$ cat src/rtl/etapa_ex.sv
// EX pipeline stage: ID/EX register (A) feeding an external combinational ALU with
// MEM/WB operand forwarding, and an EX/MEM register (B) with a valid/ready handshake.
module etapa_ex #(
    parameter int ANCHO = 32
) (
    input  logic             clk,
    input  logic             reset,
    // decode side
    input  logic             in_valid,
    output logic             in_ready,
    input  logic [ANCHO-1:0] in_dato1,
    input  logic [ANCHO-1:0] in_dato2,
    input  logic [4:0]       in_rs,
    input  logic [4:0]       in_rt,
    input  logic [4:0]       in_rd,
    input  logic [2:0]       in_AluOp,
    input  logic             in_RegWrite,
    // forwarding sources
    input  logic             mem_RegWrite,
    input  logic [4:0]       mem_rd,
    input  logic [ANCHO-1:0] mem_dato,
    input  logic             wb_RegWrite,
    input  logic [4:0]       wb_rd,
    input  logic [ANCHO-1:0] wb_dato,
    // external ALU
    output logic [ANCHO-1:0] alu_Ope1,
    output logic [ANCHO-1:0] alu_Ope2,
    output logic [2:0]       alu_AluOp,
    input  logic [ANCHO-1:0] alu_Resultado,
    input  logic             alu_zero,
    // output side
    output logic             out_valid,
    input  logic             out_ready,
    output logic [ANCHO-1:0] out_Resultado,
    output logic             out_zero,
    output logic [4:0]       out_rd,
    output logic             out_RegWrite,
    // control
    input  logic             flush
);

    // Stage A (ID/EX)
    logic             a_valid_q,    a_valid_d;
    logic [ANCHO-1:0] a_dato1_q,    a_dato1_d;
    logic [ANCHO-1:0] a_dato2_q,    a_dato2_d;
    logic [4:0]       a_rs_q,       a_rs_d;
    logic [4:0]       a_rt_q,       a_rt_d;
    logic [4:0]       a_rd_q,       a_rd_d;
    logic [2:0]       a_aluop_q,    a_aluop_d;
    logic             a_regwrite_q, a_regwrite_d;

    // Stage B (EX/MEM)
    logic             b_valid_q,    b_valid_d;
    logic [ANCHO-1:0] b_res_q,      b_res_d;
    logic             b_zero_q,     b_zero_d;
    logic [4:0]       b_rd_q,       b_rd_d;
    logic             b_regwrite_q, b_regwrite_d;

    logic advance;

    // MEM is the younger producer, so it wins over WB; register 0 is never forwarded.
    function automatic logic [ANCHO-1:0] forward_op(
        input logic [4:0]       src,
        input logic [ANCHO-1:0] reg_val,
        input logic             m_we,
        input logic [4:0]       m_rd,
        input logic [ANCHO-1:0] m_dato,
        input logic             w_we,
        input logic [4:0]       w_rd,
        input logic [ANCHO-1:0] w_dato
    );
        logic [ANCHO-1:0] val;
        val = reg_val;
        if (src != 5'd0) begin
            if (m_we && (m_rd == src)) begin
                val = m_dato;
            end else if (w_we && (w_rd == src)) begin
                val = w_dato;
            end
        end
        return val;
    endfunction

    assign advance   = a_valid_q && (!b_valid_q || out_ready);
    assign in_ready  = !a_valid_q || advance;

    assign alu_AluOp = a_aluop_q;
    assign alu_Ope1  = forward_op(a_rs_q, a_dato1_q, mem_RegWrite, mem_rd, mem_dato,
                                  wb_RegWrite, wb_rd, wb_dato);
    assign alu_Ope2  = forward_op(a_rt_q, a_dato2_q, mem_RegWrite, mem_rd, mem_dato,
                                  wb_RegWrite, wb_rd, wb_dato);

    assign out_valid     = b_valid_q;
    assign out_Resultado = b_res_q;
    assign out_zero      = b_zero_q;
    assign out_rd        = b_rd_q;
    assign out_RegWrite  = b_regwrite_q;

    always_comb begin
        a_valid_d    = a_valid_q;
        a_dato1_d    = a_dato1_q;
        a_dato2_d    = a_dato2_q;
        a_rs_d       = a_rs_q;
        a_rt_d       = a_rt_q;
        a_rd_d       = a_rd_q;
        a_aluop_d    = a_aluop_q;
        a_regwrite_d = a_regwrite_q;
        b_valid_d    = b_valid_q;
        b_res_d      = b_res_q;
        b_zero_d     = b_zero_q;
        b_rd_d       = b_rd_q;
        b_regwrite_d = b_regwrite_q;

        // Flush only kills the valid bits; payloads are left as they were.
        if (flush) begin
            a_valid_d = 1'b0;
            b_valid_d = 1'b0;
        end else begin
            if (in_valid && in_ready) begin
                a_valid_d    = 1'b1;
                a_dato1_d    = in_dato1;
                a_dato2_d    = in_dato2;
                a_rs_d       = in_rs;
                a_rt_d       = in_rt;
                a_rd_d       = in_rd;
                a_aluop_d    = in_AluOp;
                a_regwrite_d = in_RegWrite;
            end else if (advance) begin
                a_valid_d = 1'b0;
            end

            if (advance) begin
                b_valid_d    = 1'b1;
                b_res_d      = alu_Resultado;
                b_zero_d     = alu_zero;
                b_rd_d       = a_rd_q;
                b_regwrite_d = a_regwrite_q;
            end else if (b_valid_q && out_ready) begin
                b_valid_d = 1'b0;
            end
        end
    end

    always_ff @(posedge clk or posedge reset) begin
        if (reset) begin
            a_valid_q    <= 1'b0;
            a_dato1_q    <= '0;
            a_dato2_q    <= '0;
            a_rs_q       <= '0;
            a_rt_q       <= '0;
            a_rd_q       <= '0;
            a_aluop_q    <= '0;
            a_regwrite_q <= 1'b0;
            b_valid_q    <= 1'b0;
            b_res_q      <= '0;
            b_zero_q     <= 1'b0;
            b_rd_q       <= '0;
            b_regwrite_q <= 1'b0;
        end else begin
            a_valid_q    <= a_valid_d;
            a_dato1_q    <= a_dato1_d;
            a_dato2_q    <= a_dato2_d;
            a_rs_q       <= a_rs_d;
            a_rt_q       <= a_rt_d;
            a_rd_q       <= a_rd_d;
            a_aluop_q    <= a_aluop_d;
            a_regwrite_q <= a_regwrite_d;
            b_valid_q    <= b_valid_d;
            b_res_q      <= b_res_d;
            b_zero_q     <= b_zero_d;
            b_rd_q       <= b_rd_d;
            b_regwrite_q <= b_regwrite_d;
        end
    end

endmodule
$ cat config.mk
export PLATFORM = sky130hd
export DESIGN_NAME = etapa_ex
export DESIGN_NICKNAME = d
export VERILOG_FILES = /design/src/rtl/etapa_ex.sv
export SDC_FILE = /design/constraint.sdc
export NUM_CORES = 1
export LEC_CHECK = 0
export CAP_MARGIN = 10
export CORE_UTILIZATION = 40
export DETAILED_ROUTE_END_ITERATION = 6
export PLACE_DENSITY = 0.88
export SYNTH_ARGS = -nofsm -noshare
export SYNTH_HDL_FRONTEND = slang
export SYNTH_SLANG_ARGS = --single-unit
$ cat constraint.sdc
create_clock -name clk -period 5.4 [get_ports clk]
set_clock_uncertainty 0.05 [all_clocks]
set_input_delay 0.81 -clock clk [delete_from_list [all_inputs] [get_ports clk]]
set_output_delay 0.81 -clock clk [all_outputs]
set_load 0.02 [all_outputs]
; ---- Word level (Yosys, flattened, before mapping)
; Index checks and enable logic that the tools add are counted.
[word_totals]
regBits = 124
input_bits = 197
out_inout_bits = 108
word_cells = 47
[op_classes]
eq_ne = 4
mux = 12
n_bitwise = 1
reduce_logical = 17
[ops]
columns = cell, n
row1 = 2-to-1 mux 32 bit, 6
row2 = equality test 5 bit, 4
row3 = nonzero test 5 bit, 2
row4 = logical AND 1 bit, 7
row5 = 2-to-1 mux 1 bit, 6
row6 = nonzero test 3 bit, 2
row7 = AND reduction 2 bit, 2
row8 = zero test 1 bit, 2
row9 = logical OR 1 bit, 2
row10 = NOT 1 bit, 1

; ---- Longest topological paths before layout
; Gate-level depths: netlist (run 1).
[depth]
depth_word = 7
mapped_depth = 7
depth_no_buf = 5

; ---- Least setup slack after synthesis (run 1)
; OpenSTA, ideal clock, no wires.
[synth_path]
path_type = input to output
start = input port mem_rd[4]
end = output port alu_Ope1[0]
arrival_time_ns = 2.149
required_ns = 4.540
path_slack_ns = 2.391
stages = 7
path_buffers = 2
path_cell_list = xnor2_1 nand4_1 or3_1 buf_6 a21boi_4 buf_6 a2bb2oi_2
[synth_via]
elab_chain_cells = 4
[synth_lines]
columns = element, line_no
row1 = start: declaration, 20  ; input logic [4:0] mem_rd,
row2 = equality test 5 bit, 75  ; if (m_we && (m_rd == src)) begin
row3 = logical AND 1 bit, 75
row4 = 2-to-1 mux 32 bit, 75
row5 = 2-to-1 mux 32 bit, 74  ; if (src != 5'd0) begin
row6 = end: declaration, 26  ; output logic [ANCHO-1:0] alu_Ope1,
; No other way between the ends.

; ---- Final worst setup path (run 1)
[layout_path]
start = input port mem_rd[1]
end = output port alu_Ope2[30]
[layout_via]
elab_chain_cells = 4
[layout_lines]
columns = element, line_no
row1 = equality test 5 bit, 75
row2 = logical AND 1 bit, 75
row3 = 2-to-1 mux 32 bit, 75
row4 = 2-to-1 mux 32 bit, 74
row5 = end: declaration, 27  ; output logic [ANCHO-1:0] alu_Ope2,
; No other way between the ends.

==> load_flow_metrics.sql, run 1 <==
INSERT INTO impl_metrics (metric_group, metric, value, unit) VALUES
('final_layout', 'postLayoutCellArea', '10200', 'sq um'),
('power', 'switching_share', '0.303', ''),
('power', 'leakage', '4.00', 'nW'),
('clock_tree', 'worst_setup_hold_path_clk_slew', '0.06', 'ns'),
('final_layout', 'drive_above_1_share', '0.306', ''),
('placed_design', 'gp_congestion', '0.827', ''),
('floorplanning', 'floorplan.rows', '45', ''),
('clock_tree', 'postCtsResizedCells', '0', ''),
('run', 'drv.max_cap_violation_count', '0', ''),
('logic_synthesis', 'count_of_flip_flops_with_a_built_in_enable_after_synthesis', '0', ''),
('global_route', 'grt_start_max_net_pins', '84', ''),
('placed_design', 'dpl.hpwl', '15200', 'um'),
('global_route', 'initial_antenna_violation_count', '0', ''),
('clock_tree', 'clkLatencyLatePin', '0.41', 'ns'),
('logic_synthesis', 'cells_after_synthesis', '463', ''),
('worst_setup_path', 'critical_path.reg2reg.endpoint', 'a_dato1_q[3]$_DFFE_PP0P_', ''),
('logic_synthesis', 'synthDominantAreaCellType', 'sky130_fd_sc_hd__dfrtp_1', ''),
('logic_synthesis', 'synth.avg_cell_area', '13.9', 'sq um'),
('placed_design', 'io_buffer_count', '304', ''),
('final_layout', 'finish.cell_count_without_fillers', '983', ''),
('global_route', 'first_global_vias', '5885', ''),
('floorplanning', 'core-area', '15400', 'sq um'),
('floorplanning', 'floorplan.initialDensity', '0.416', ''),
('clock_tree', 'holdBufCountCts', '0', ''),
('logic_synthesis', 'netlist_top_cells_count', 'sky130_fd_sc_hd__dfrtp_1, sky130_fd_sc_hd__mux2_2, sky130_fd_sc_hd__o22ai_1', ''),
('timing', 'max_freq', '0.217', 'GHz'),
('worst_setup_path', 'cp_data_arrival_time', '3.76', 'ns'),
('timing', 'share_of_the_clock_period_used_by_the_worst_path_after_layout', '0.855', ''),
('power', 'power_frac_clock', '0.309', ''),
('timing', 'setup_violations', '0', ''),
('route', 'drtAntennaViolNets', '0', ''),
('placed_design', 'dpl_cell_area', '9650', 'sq um'),
('power', 'power.sequential.fraction', '0.349', ''),
('logic_synthesis', 'yosysTopAreaCellShare', '0.483', ''),
('timing', 'report.final.hold_viol_count', '0', ''),
('power', 'power.combinational.fraction', '0.342', ''),
('hold_path', 'worst_hold_path_type', 'reg2reg', ''),
('logic_synthesis', 'post_synthesis_cell_type_count', '25', ''),
('hold_path', 'number_of_cells_traversed_by_the_worst_hold_path', '1', ''),
('route', 'remaining_design_rule_violation_count', '0', ''),
('timing', 'timing.final.crit_period', '4.62', 'ns'),
('clock_tree', 'ctsHtreeMaxLevel', '4', ''),
('worst_setup_path', 'worstSetupStartpointType', 'input pin', ''),
('status', 'outcome', 'finished, final reports clean', ''),
('route', 'drt_first_pass_iters', '4', ''),
('clock_tree', 'cts_made_buffers', '17', ''),
('route', 'wire_per_inst', '21.1', 'um'),
('worst_setup_path', 'maximum_net_fanout_on_the_critical_path', '22', ''),
('clock_tree', 'cts.path.max_buffers', '2', ''),
('clock_tree', 'postCtsSetupRepairBufs', '0', ''),
('floorplanning', 'die_boundary_width', '129', 'um'),
('logic_synthesis', 'synth-async-reset-ratio', '1.00', ''),
('floorplanning', 'die_area', '16600', 'sq um'),
('timing', 'fin_setup_tns', '0', 'ns'),
('worst_setup_path', 'reg2regPathDepth', '5', ''),
('clock_tree', 'tritoncts_clock_tree', 'done', ''),
('route', 'route.detailed.vias_per_inst', '5.40', ''),
('final_layout', 'seqCellArea', '3100', 'sq um'),
('logic_synthesis', 'synth_seq_area_share', '0.483', ''),
('clock_tree', 'clock-root-buffer', 'sky130_fd_sc_hd__clkbuf_16', ''),
('logic_synthesis', 'synth.top_cells.by_area', 'sky130_fd_sc_hd__dfrtp_1, sky130_fd_sc_hd__mux2_2, sky130_fd_sc_hd__a2bb2oi_2', ''),
('route', 'num_vias', '5313', ''),
('timing', 'timing.slew.headroom', '0.227', ''),
('final_layout', 'diodes', '0', ''),
('final_layout', 'multi_input_comb_area', '3120', 'sq um'),
('logic_synthesis', 'synth.most_common_cell', 'sky130_fd_sc_hd__dfrtp_1', ''),
('timing', 'measured_slew_at_the_worst_slew_check_pin', '1.16', 'ns'),
('placed_design', 'dpl.cell_count', '952', ''),
('final_layout', 'nets', '957', ''),
('global_route', 'global_route.usage.total', '0.251', ''),
('power', 'total_switching_power', '1.05', 'mW');
[worst max-delay path, cell delays in order]
cell and delay [ns]:
sky130_fd_sc_hd__clkdlybuf4s50_1 0.53, sky130_fd_sc_hd__xnor2_1 0.15, sky130_fd_sc_hd__nand4_1 0.20, sky130_fd_sc_hd__o311ai_4 0.56, sky130_fd_sc_hd__buf_4 0.39, sky130_fd_sc_hd__o22ai_1 0.22
sky130_fd_sc_hd__o2bb2a_1 0.29, sky130_fd_sc_hd__clkdlybuf4s50_1 0.60
[stage by stage]
step | util | hold WS, ns
6_report | 0.662 | 0.453
5_1_grt | 0.662 | 0.478
4_1_cts | 0.662 | 0.458
2_1_floorplan | - | 0.423
3_3_place_gp | 0.626 | 0.432
3_5_place_dp | 0.626 | 0.445
[worst max-delay path by stage]
stage | to | slack, ns | cells after the start | start
5_1_grt | alu_Ope2[30] | 0.65 | 8 | mem_rd[0]
6_report | alu_Ope2[30] | 0.78 | 8 | mem_rd[1]
4_1_cts | alu_Ope2[30] | 0.75 | 8 | mem_rd[1]
3_3_place_gp | alu_Ope2[30] | 0.82 | 8 | mem_rd[4]
2_1_floorplan | a_dato1_q[0]$_DFFE_PP0P_ | 1.24 | 1 | reset
3_5_place_dp | alu_Ope2[30] | 0.77 | 8 | mem_rd[1]
[cells in the final DEF (no fill, tap or decap), drive strengths merged, types with 4 or more instances in the layout]
| master | n |
|---|---|
| a2bb2oi | 62 |
| buf | 13 |
| clkbuf | 18 |
| clkdlybuf4s50 | 304 |
| clkinv | 5 |
| clkinvlp | 4 |
| dfrtp | 124 |
| inv | 5 |
| mux2 | 122 |
| nand2 | 5 |
| nor2 | 5 |
| o22ai | 64 |
| xnor2 | 10 |
| xor2 | 10 |
[power by group through the flow]
stage	registers [mW]	clock network (mW)	logic (mW)
3_3_place_gp	1.21	0	1.16
3_5_place_dp	1.22	0	1.18
6_report	1.21	1.07	1.18
2_1_floorplan	1.28	0	0.539
5_1_grt	1.23	1.13	1.24
4_1_cts	1.21	1.09	1.19
[area by class of cell]
cell class                 instances  area share
timing repair buffer             317       0.309
multi-input combinational        298       0.306
sequential                       124       0.304
clock buffer                      18      0.0430
tap                              211      0.0259
clock inverter                    13      0.0116
inverter                           2    0.000980
[metal layers]
layer  track usage  wire (um)  vias up
met1         0.279       7810     2585
met4         0.116        600        0
met3        0.0840       1920       44
met5             0          0        -
li1              -          -     2389
met2         0.435      10400      295
[logic make-up (layout without fill, tap and decap cells)]
logic type,after synthesis,after routing,share of synthesized area
buffers and inverters,41,350,0.0354
AND/OR/NAND/NOR,23,23,0.0204
XOR/XNOR,20,20,0.0273
AO/OA/AOI/OAI,133,133,0.220
multiplexers,122,122,0.214
flip-flops,124,124,0.483
[state kept, by name, indices dropped and copies added, names as in the netlist]
signal,cells
a_dato1_q,32
a_regwrite_q,1
out_Resultado,32
alu_AluOp,3
a_valid_q,1
out_zero,1
a_rd_q,5
out_valid,1
a_rt_q,5
out_RegWrite,1
a_dato2_q,32
a_rs_q,5
out_rd,5
No activity file was read; power rests on OpenSTA's default activity.
==> run 2: changes to the inputs <==
--- a/config.mk
+++ b/config.mk
@@ -6,9 +6,11 @@
 export NUM_CORES = 1
 export LEC_CHECK = 0
 export CAP_MARGIN = 10
+export CORE_ASPECT_RATIO = 0.5
 export CORE_UTILIZATION = 40
 export DETAILED_ROUTE_END_ITERATION = 6
 export PLACE_DENSITY = 0.88
+export SETUP_SLACK_MARGIN = 0.02
 export SYNTH_ARGS = -nofsm -noshare
 export SYNTH_HDL_FRONTEND = slang
 export SYNTH_SLANG_ARGS = --single-unit
==> run 2 against run 1 <==
Flip-flop and latch count unchanged. Die area up 0.19%. Count of clock-buffer cells in the layout stayed put. Critical path type unchanged.
==> load_flow_metrics.sql, run 2 (synthesis results as in run 1) <==
INSERT INTO impl_metrics (metric_group, metric, value, unit) VALUES
('final_layout', 'areaGrowthSynthToFinish', '59.8', '%'),
('route', 'drtAntennaViolNets', '0', ''),
('timing', 'share_of_the_clock_period_used_by_the_worst_path_after_layout', '0.842', ''),
('power', 'power_frac_clock', '0.331', ''),
('power', 'leakage', '4.03', 'nW'),
('worst_setup_path', 'critical_path_buf_inv_count', '3', ''),
('timing', 'fin_setup_tns', '0', 'ns'),
('clock_tree', 'clock-root-buffer', 'sky130_fd_sc_hd__clkbuf_16', ''),
('worst_setup_path', 'worst_path_largest_cell_delay', '0.70', 'ns'),
('global_route', 'grt.overflow.total', '0', ''),
('timing', 'rsz_0062_raised_after_global_routing', 'no', ''),
('timing', 'max_freq', '0.220', 'GHz'),
('worst_setup_path', 'timing.reg2reg.setup_slack', '2.96', 'ns'),
('worst_setup_path', 'crit_family', 'buffers and inverters', ''),
('clock_tree', 'postCtsResizedCells', '0', ''),
('clock_tree', 'cts.path.max_buffers', '2', ''),
('clock_tree', 'worst_setup_hold_path_clk_slew', '0.06', 'ns'),
('power', 'fin_total_pwr', '3.58', 'mW'),
('power', 'switching_share', '0.301', ''),
('timing', 'timing.slew.headroom', '0.294', ''),
('route', 'remaining_design_rule_violation_count', '0', ''),
('worst_setup_path', 'critPathKind', 'in2out', ''),
('clock_tree', 'cts_sinks', '124', ''),
('route', 'totalWireLength', '21200', 'um'),
('final_layout', 'nets', '958', ''),
('clock_tree', 'ctsHtreeMaxLevel', '4', ''),
('timing', 'timing.final.crit_period', '4.54', 'ns'),
('floorplanning', 'floorplan.rows', '32', ''),
('global_route', 'grt_start_max_net_pins', '78', ''),
('timing', 'measured_slew_at_the_worst_slew_check_pin', '1.06', 'ns'),
('worst_setup_path', 'cp_data_arrival_time', '3.68', 'ns'),
('clock_tree', 'holdBufCountCts', '0', ''),
('route', 'route.detailed.vias_per_inst', '5.47', ''),
('final_layout', 'most_common_cell_after_layout_fill_and_taps_aside', 'sky130_fd_sc_hd__clkdlybuf4s50_1', ''),
('route', 'drt_first_pass_iters', '5', ''),
('placed_design', 'dpl.hpwl', '15500', 'um'),
('run', 'drv.max_cap_violation_count', '0', ''),
('power', 'power.combinational.fraction', '0.332', ''),
('timing', 'post_route_worst_setup_slack', '0.855', 'ns'),
('status', 'outcome', 'finished, final reports clean', ''),
('floorplanning', 'pin_count', '305', ''),
('power', 'total_switching_power', '1.08', 'mW'),
('route', 'num_vias', '5357', ''),
('final_layout', 'postLayoutCellArea', '10300', 'sq um'),
('final_layout', 'most_used_cells_in_the_layout_excluding_fill_and_tap_cells', 'sky130_fd_sc_hd__clkdlybuf4s50_1, sky130_fd_sc_hd__dfrtp_1, sky130_fd_sc_hd__mux2_2', ''),
('placed_design', 'io_buffer_count', '304', ''),
('worst_setup_path', 'cp_cell_sequence', 'clkdlybuf4s50_1 > xnor2_1 > nand4_1 > o311ai_4 > buf_4 > o22ai_1 > a2bb2oi_2 > clkdlybuf4s50_1', ''),
('timing', 'report.final.hold_viol_count', '0', ''),
('floorplanning', 'die_boundary_width', '181', 'um'),
('worst_setup_path', 'worstSetupStartpointType', 'input pin', ''),
('route', 'detailedRoute.firstIterationViolations', '304', ''),
('floorplanning', 'dieHeight', '91.6', 'um'),
('clock_tree', 'postCtsSetupRepairBufs', '0', ''),
('power', 'p_int', '2.50', 'mW'),
('floorplanning', 'core-area', '15500', 'sq um'),
('clock_tree', 'tritoncts_clock_tree', 'done', ''),
('timing', 'final-max-slew-violation-count', '0', ''),
('worst_setup_path', 'maximum_net_fanout_on_the_critical_path', '14', ''),
('global_route', 'grt_pass1_wl', '32200', 'um'),
('power', 'worst_ir_drop_vdd', '0.000232', 'V'),
('power', 'power.density_cell_area', '349', 'nW/um^2'),
('worst_setup_path', 'critical_path_required', '4.54', 'ns'),
('timing', 'setup_violations', '0', ''),
('placed_design', 'dpl_cell_area', '9650', 'sq um'),
('worst_setup_path', 'timing.critical_path.slowest_stage_cell', 'sky130_fd_sc_hd__o311ai_4', ''),
('clock_tree', 'cts_made_buffers', '17', ''),
('placed_design', 'gp_congestion', '0.982', ''),
('power', 'power.sequential.fraction', '0.337', ''),
('global_route', 'first_global_vias', '5786', ''),
('final_layout', 'drive_above_1_share', '0.306', ''),
('hold_path', 'worst_hold_path_type', 'reg2reg', ''),
('floorplanning', 'die_area', '16600', 'sq um'),
('global_route', 'global_route.usage.total', '0.254', ''),
('floorplanning', 'floorplan.initialDensity', '0.414', ''),
('worst_setup_path', 'end_kind', 'primary output', ''),
('global_route', 'initial_antenna_violation_count', '1', ''),
('clock_tree', 'clkLatencyLatePin', '0.40', 'ns'),
('worst_setup_path', 'critPathMostFrequentCell', 'sky130_fd_sc_hd__clkdlybuf4s50_1', ''),
('route', 'wire_per_inst', '21.6', 'um'),
('placed_design', 'place_worst_setup_slack', '0.912', 'ns');
## run 2: cell types whose count changed in the layout (fill, tap and decap cells not counted), sizes merged
cell,delta
diode,+1
clkinvlp,-2
clkinv,-1
inv,+2
bufinv,+2
buf,+1
## run 2: per-stage QoR
| stage | util | hold WS (ns) | instances |
|---|---|---|---|
| 2_1_floorplan | - | 0.423 | 463 |
| 3_3_place_gp | 0.621 | 0.430 | 946 |
| 3_5_place_dp | 0.621 | 0.443 | 946 |
| 4_1_cts | 0.661 | 0.451 | 978 |
| 5_1_grt | 0.661 | 0.472 | 979 |
| 6_report | 0.661 | 0.451 | 979 |
## run 2: power by group through the flow
| stage | registers (mW) | logic [mW] | clock network, mW |
|---|---|---|---|
| 2_1_floorplan | 1.28 | 0.539 | 0 |
| 3_3_place_gp | 1.21 | 1.17 | 0 |
| 3_5_place_dp | 1.22 | 1.19 | 0 |
| 4_1_cts | 1.21 | 1.19 | 1.20 |
| 5_1_grt | 1.23 | 1.24 | 1.25 |
| 6_report | 1.21 | 1.19 | 1.18 |
## run 2: worst reg2reg max path, cell delays in order, from the launching register on
cell and delay (ns):
sky130_fd_sc_hd__dfrtp_1 0.38, sky130_fd_sc_hd__nor2b_1 0.18, sky130_fd_sc_hd__nor3b_2 0.84, sky130_fd_sc_hd__buf_4 0.48
sky130_fd_sc_hd__mux2_2 0.40
## run 2: layout make-up
class | instances | area (sq um)
fill | 1156 | 5270
timing repair buffer | 318 | 3160
multi-input combinational | 298 | 3120
sequential | 124 | 3100
clock buffer | 18 | 429
tap | 204 | 255
clock inverter | 14 | 184
inverter | 2 | 10.0
antenna | 1 | 2.50
## run 2: per-layer routing
layer	global-route usage	share of wire	routed length, um	up-vias
met2	0.442	0.51	10900	225
met1	0.302	0.40	8460	2682
met5	0	0	0	-
met3	0.0568	0.047	1000	71
li1	-	-	-	2379
met4	0.119	0.039	835	0
## run 2: worst paths after layout
check                                                 to  cells past startpoint                   from
max                                          alu_Ope1[9]                      8              mem_rd[0]
min in group asynchronous      a_dato2_q[10]$_DFFE_PP0P_                      2                  reset
max in group asynchronous   out_Resultado[4]$_DFFE_PP0P_                      3                  reset
max reg2reg                out_Resultado[21]$_DFFE_PP0P_                      4  out_valid$_DFFE_PP0P_
min reg2reg                        out_rd[4]$_DFFE_PP0P_                      1  a_rd_q[4]$_DFFE_PP0P_
min                                out_rd[4]$_DFFE_PP0P_                      1  a_rd_q[4]$_DFFE_PP0P_
==> run 3: changes to the inputs <==
==> constraint.sdc (replaced) <==
create_clock -name clk -period 4.4 [get_ports clk]
set_clock_uncertainty 0.05 [all_clocks]
set_input_delay 0.66 -clock clk [delete_from_list [all_inputs] [get_ports clk]]
set_output_delay 0.66 -clock clk [all_outputs]
set_load 0.02 [all_outputs]
==> run 3 against run 2 <==
Non-clock buffer count shrank 2. Register-to-register slack lost 0.70 ns. Sequential power is 22% higher. Flip-flop and latch count unchanged. Final cell count is 0.31% lower. Global-route usage is 0.41 points lower. First-iteration DRC count down 11%. Critical path type unchanged.
==> load_flow_metrics.sql, run 3 (synthesis results as in run 1) <==
INSERT INTO impl_metrics (metric_group, metric, value, unit) VALUES
('status', 'outcome', 'finished, final reports clean', ''),
('final_layout', 'fillerInstances', '1115', ''),
('power', 'switching_share', '0.303', ''),
('clock_tree', 'ctsHtreeMaxLevel', '4', ''),
('power', 'total_switching_power', '1.31', 'mW'),
('floorplanning', 'die_area', '16600', 'sq um'),
('clock_tree', 'cts_sinks', '124', ''),
('global_route', 'initial_antenna_violation_count', '0', ''),
('timing', 'share_of_the_clock_period_used_by_the_worst_path_after_layout', '0.913', ''),
('floorplanning', 'core-area', '15500', 'sq um'),
('clock_tree', 'holdBufCountCts', '0', ''),
('final_layout', 'areaGrowthSynthToFinish', '60.0', '%'),
('final_layout', 'nets', '956', ''),
('worst_setup_path', 'end_kind', 'primary output', ''),
('worst_setup_path', 'worst_path_largest_cell_delay', '0.66', 'ns'),
('clock_tree', 'tritoncts_clock_tree', 'done', ''),
('hold_path', 'worst_hold_path_type', 'reg2reg', ''),
('timing', 'post_route_worst_setup_slack', '0.383', 'ns'),
('worst_setup_path', 'cp_data_arrival_time', '3.31', 'ns'),
('power', 'power.sequential.fraction', '0.342', ''),
('worst_setup_path', 'cp_cell_sequence', 'clkdlybuf4s50_1 > xnor2_1 > nand4_1 > or3_1 > a21boi_4 > buf_12 > a2bb2oi_2 > clkdlybuf4s50_1', ''),
('power', 'p_int', '3.02', 'mW'),
('timing', 'setup_violations', '0', ''),
('floorplanning', 'floorplan.rows', '32', ''),
('timing', 'rsz_0062_raised_after_global_routing', 'no', ''),
('route', 'totalWireLength', '20900', 'um'),
('timing', 'max_freq', '0.249', 'GHz'),
('timing', 'measured_slew_at_the_worst_slew_check_pin', '0.905', 'ns'),
('route', 'remaining_design_rule_violation_count', '0', ''),
('power', 'worst_ir_drop_vdd', '0.000273', 'V'),
('global_route', 'grt_pass1_wl', '31800', 'um'),
('worst_setup_path', 'timing.critical_path.slowest_stage_cell', 'sky130_fd_sc_hd__clkdlybuf4s50_1', ''),
('route', 'route.detailed.vias_per_inst', '5.53', ''),
('clock_tree', 'worst_setup_hold_path_clk_slew', '0.06', 'ns'),
('route', 'wire_per_inst', '21.4', 'um'),
('power', 'leakage', '4.02', 'nW'),
('clock_tree', 'postCtsSetupRepairBufs', '0', ''),
('route', 'drtAntennaViolNets', '0', ''),
('placed_design', 'io_buffer_count', '304', ''),
('placed_design', 'gp_congestion', '0.933', ''),
('timing', 'report.final.hold_viol_count', '0', ''),
('route', 'num_vias', '5402', ''),
('worst_setup_path', 'critPathMostFrequentCell', 'sky130_fd_sc_hd__clkdlybuf4s50_1', ''),
('clock_tree', 'clock-root-buffer', 'sky130_fd_sc_hd__clkbuf_16', ''),
('final_layout', 'most_common_cell_after_layout_fill_and_taps_aside', 'sky130_fd_sc_hd__clkdlybuf4s50_1', ''),
('final_layout', 'diodes', '0', ''),
('clock_tree', 'postCtsResizedCells', '0', ''),
('worst_setup_path', 'maximum_net_fanout_on_the_critical_path', '32', ''),
('floorplanning', 'dieHeight', '91.6', 'um'),
('timing', 'timing.slew.headroom', '0.397', ''),
('placed_design', 'dpl.cell_count', '944', ''),
('clock_tree', 'cts_made_buffers', '17', ''),
('placed_design', 'place_worst_setup_slack', '0.404', 'ns'),
('final_layout', 'finish.cell_count_without_fillers', '976', ''),
('clock_tree', 'clkLatencyLatePin', '0.40', 'ns'),
('clock_tree', 'cts.path.max_buffers', '2', ''),
('timing', 'fin_setup_tns', '0', 'ns'),
('floorplanning', 'pin_count', '305', ''),
('route', 'drt_first_pass_iters', '4', ''),
('final_layout', 'drive_above_1_share', '0.304', ''),
('worst_setup_path', 'worstSetupStartpointType', 'input pin', ''),
('timing', 'final-max-slew-violation-count', '0', ''),
('final_layout', 'most_used_cells_in_the_layout_excluding_fill_and_tap_cells', 'sky130_fd_sc_hd__clkdlybuf4s50_1, sky130_fd_sc_hd__dfrtp_1, sky130_fd_sc_hd__mux2_2', ''),
('power', 'power.combinational.fraction', '0.337', ''),
('floorplanning', 'die_boundary_width', '181', 'um'),
('power', 'power_frac_clock', '0.321', ''),
('worst_setup_path', 'crit_family', 'buffers and inverters', ''),
('timing', 'timing.final.crit_period', '4.02', 'ns'),
('floorplanning', 'floorplan.initialDensity', '0.414', ''),
('global_route', 'grt_start_max_net_pins', '80', ''),
('worst_setup_path', 'critPathKind', 'in2out', ''),
('run', 'drv.max_cap_violation_count', '0', ''),
('power', 'power.density_cell_area', '421', 'nW/um^2'),
('placed_design', 'dpl.hpwl', '15200', 'um'),
('route', 'detailedRoute.firstIterationViolations', '271', ''),
('worst_setup_path', 'critical_path_buf_inv_count', '3', ''),
('global_route', 'grt.overflow.total', '0', ''),
('global_route', 'first_global_vias', '5804', ''),
('global_route', 'global_route.usage.total', '0.250', ''),
('worst_setup_path', 'critical_path_required', '3.69', 'ns');
-- run 3: cell count changes in the layout (fill, tap and decap cells not counted), sizes merged --
cell      before  now
bufinv         3    2
diode          1    0
buf           14   12
clkinvlp       2    3
clkinv         4    5
inv            7    6
-- run 3: power groups by stage --
stage	Clock, mW	Combinational, mW	Sequential (mW)
CTS	1.41	1.47	1.48
global placement	0	1.44	1.49
global route	1.46	1.52	1.50
floorplan	0	0.661	1.57
finish	1.39	1.46	1.48
detailed placement	0	1.46	1.50
-- run 3: routing by layer --
| layer | part of all wire | routed length, um | track usage | vias up |
|---|---|---|---|---|
| li1 | - | - | - | 2380 |
| met1 | 0.40 | 8310 | 0.295 | 2743 |
| met2 | 0.50 | 10500 | 0.430 | 209 |
| met3 | 0.047 | 985 | 0.0536 | 70 |
| met4 | 0.050 | 1040 | 0.138 | 0 |
| met5 | 0 | 0 | 0 | - |
-- run 3: stage by stage --
step,total power [mW],utilization,hold WS (ns),instance area (sq um)
3_5_place_dp,2.96,0.624,0.438,9690
5_1_grt,4.49,0.662,0.472,10300
3_3_place_gp,2.93,0.624,0.428,9690
6_report,4.33,0.662,0.451,10300
2_1_floorplan,2.23,-,0.423,6420
4_1_cts,4.36,0.662,0.451,10300
-- run 3: final cells by class --
type,count,area (sq um),share of cell area
repair buffers,316,3200,0.311
inverters,2,10.0,0.000974
multi-input cells,298,3120,0.304
flip-flops and latches,124,3100,0.302
well taps,204,255,0.0248
clock inverters,14,161,0.0157
clock buffers,18,429,0.0418
-- run 3: final timing paths --
check                                      startpoint                        end  slack (ns)  cells after the start
worst min-delay path            a_rd_q[3]$_DFFE_PP0P_      a_rd_q[3]$_DFFE_PP0P_        0.45                      1
worst min register to register  a_rd_q[3]$_DFFE_PP0P_      a_rd_q[3]$_DFFE_PP0P_        0.45                      1
worst max register to register  out_valid$_DFFE_PP0P_  a_dato2_q[26]$_DFFE_PP0P_        2.26                      5
worst max-delay path                        mem_rd[4]               alu_Ope2[15]        0.38                      8
max in group asynchronous                       reset  a_dato1_q[21]$_DFFE_PP0P_        2.72                      3
min in group asynchronous                       reset  a_dato1_q[11]$_DFFE_PP0P_        0.74                      2
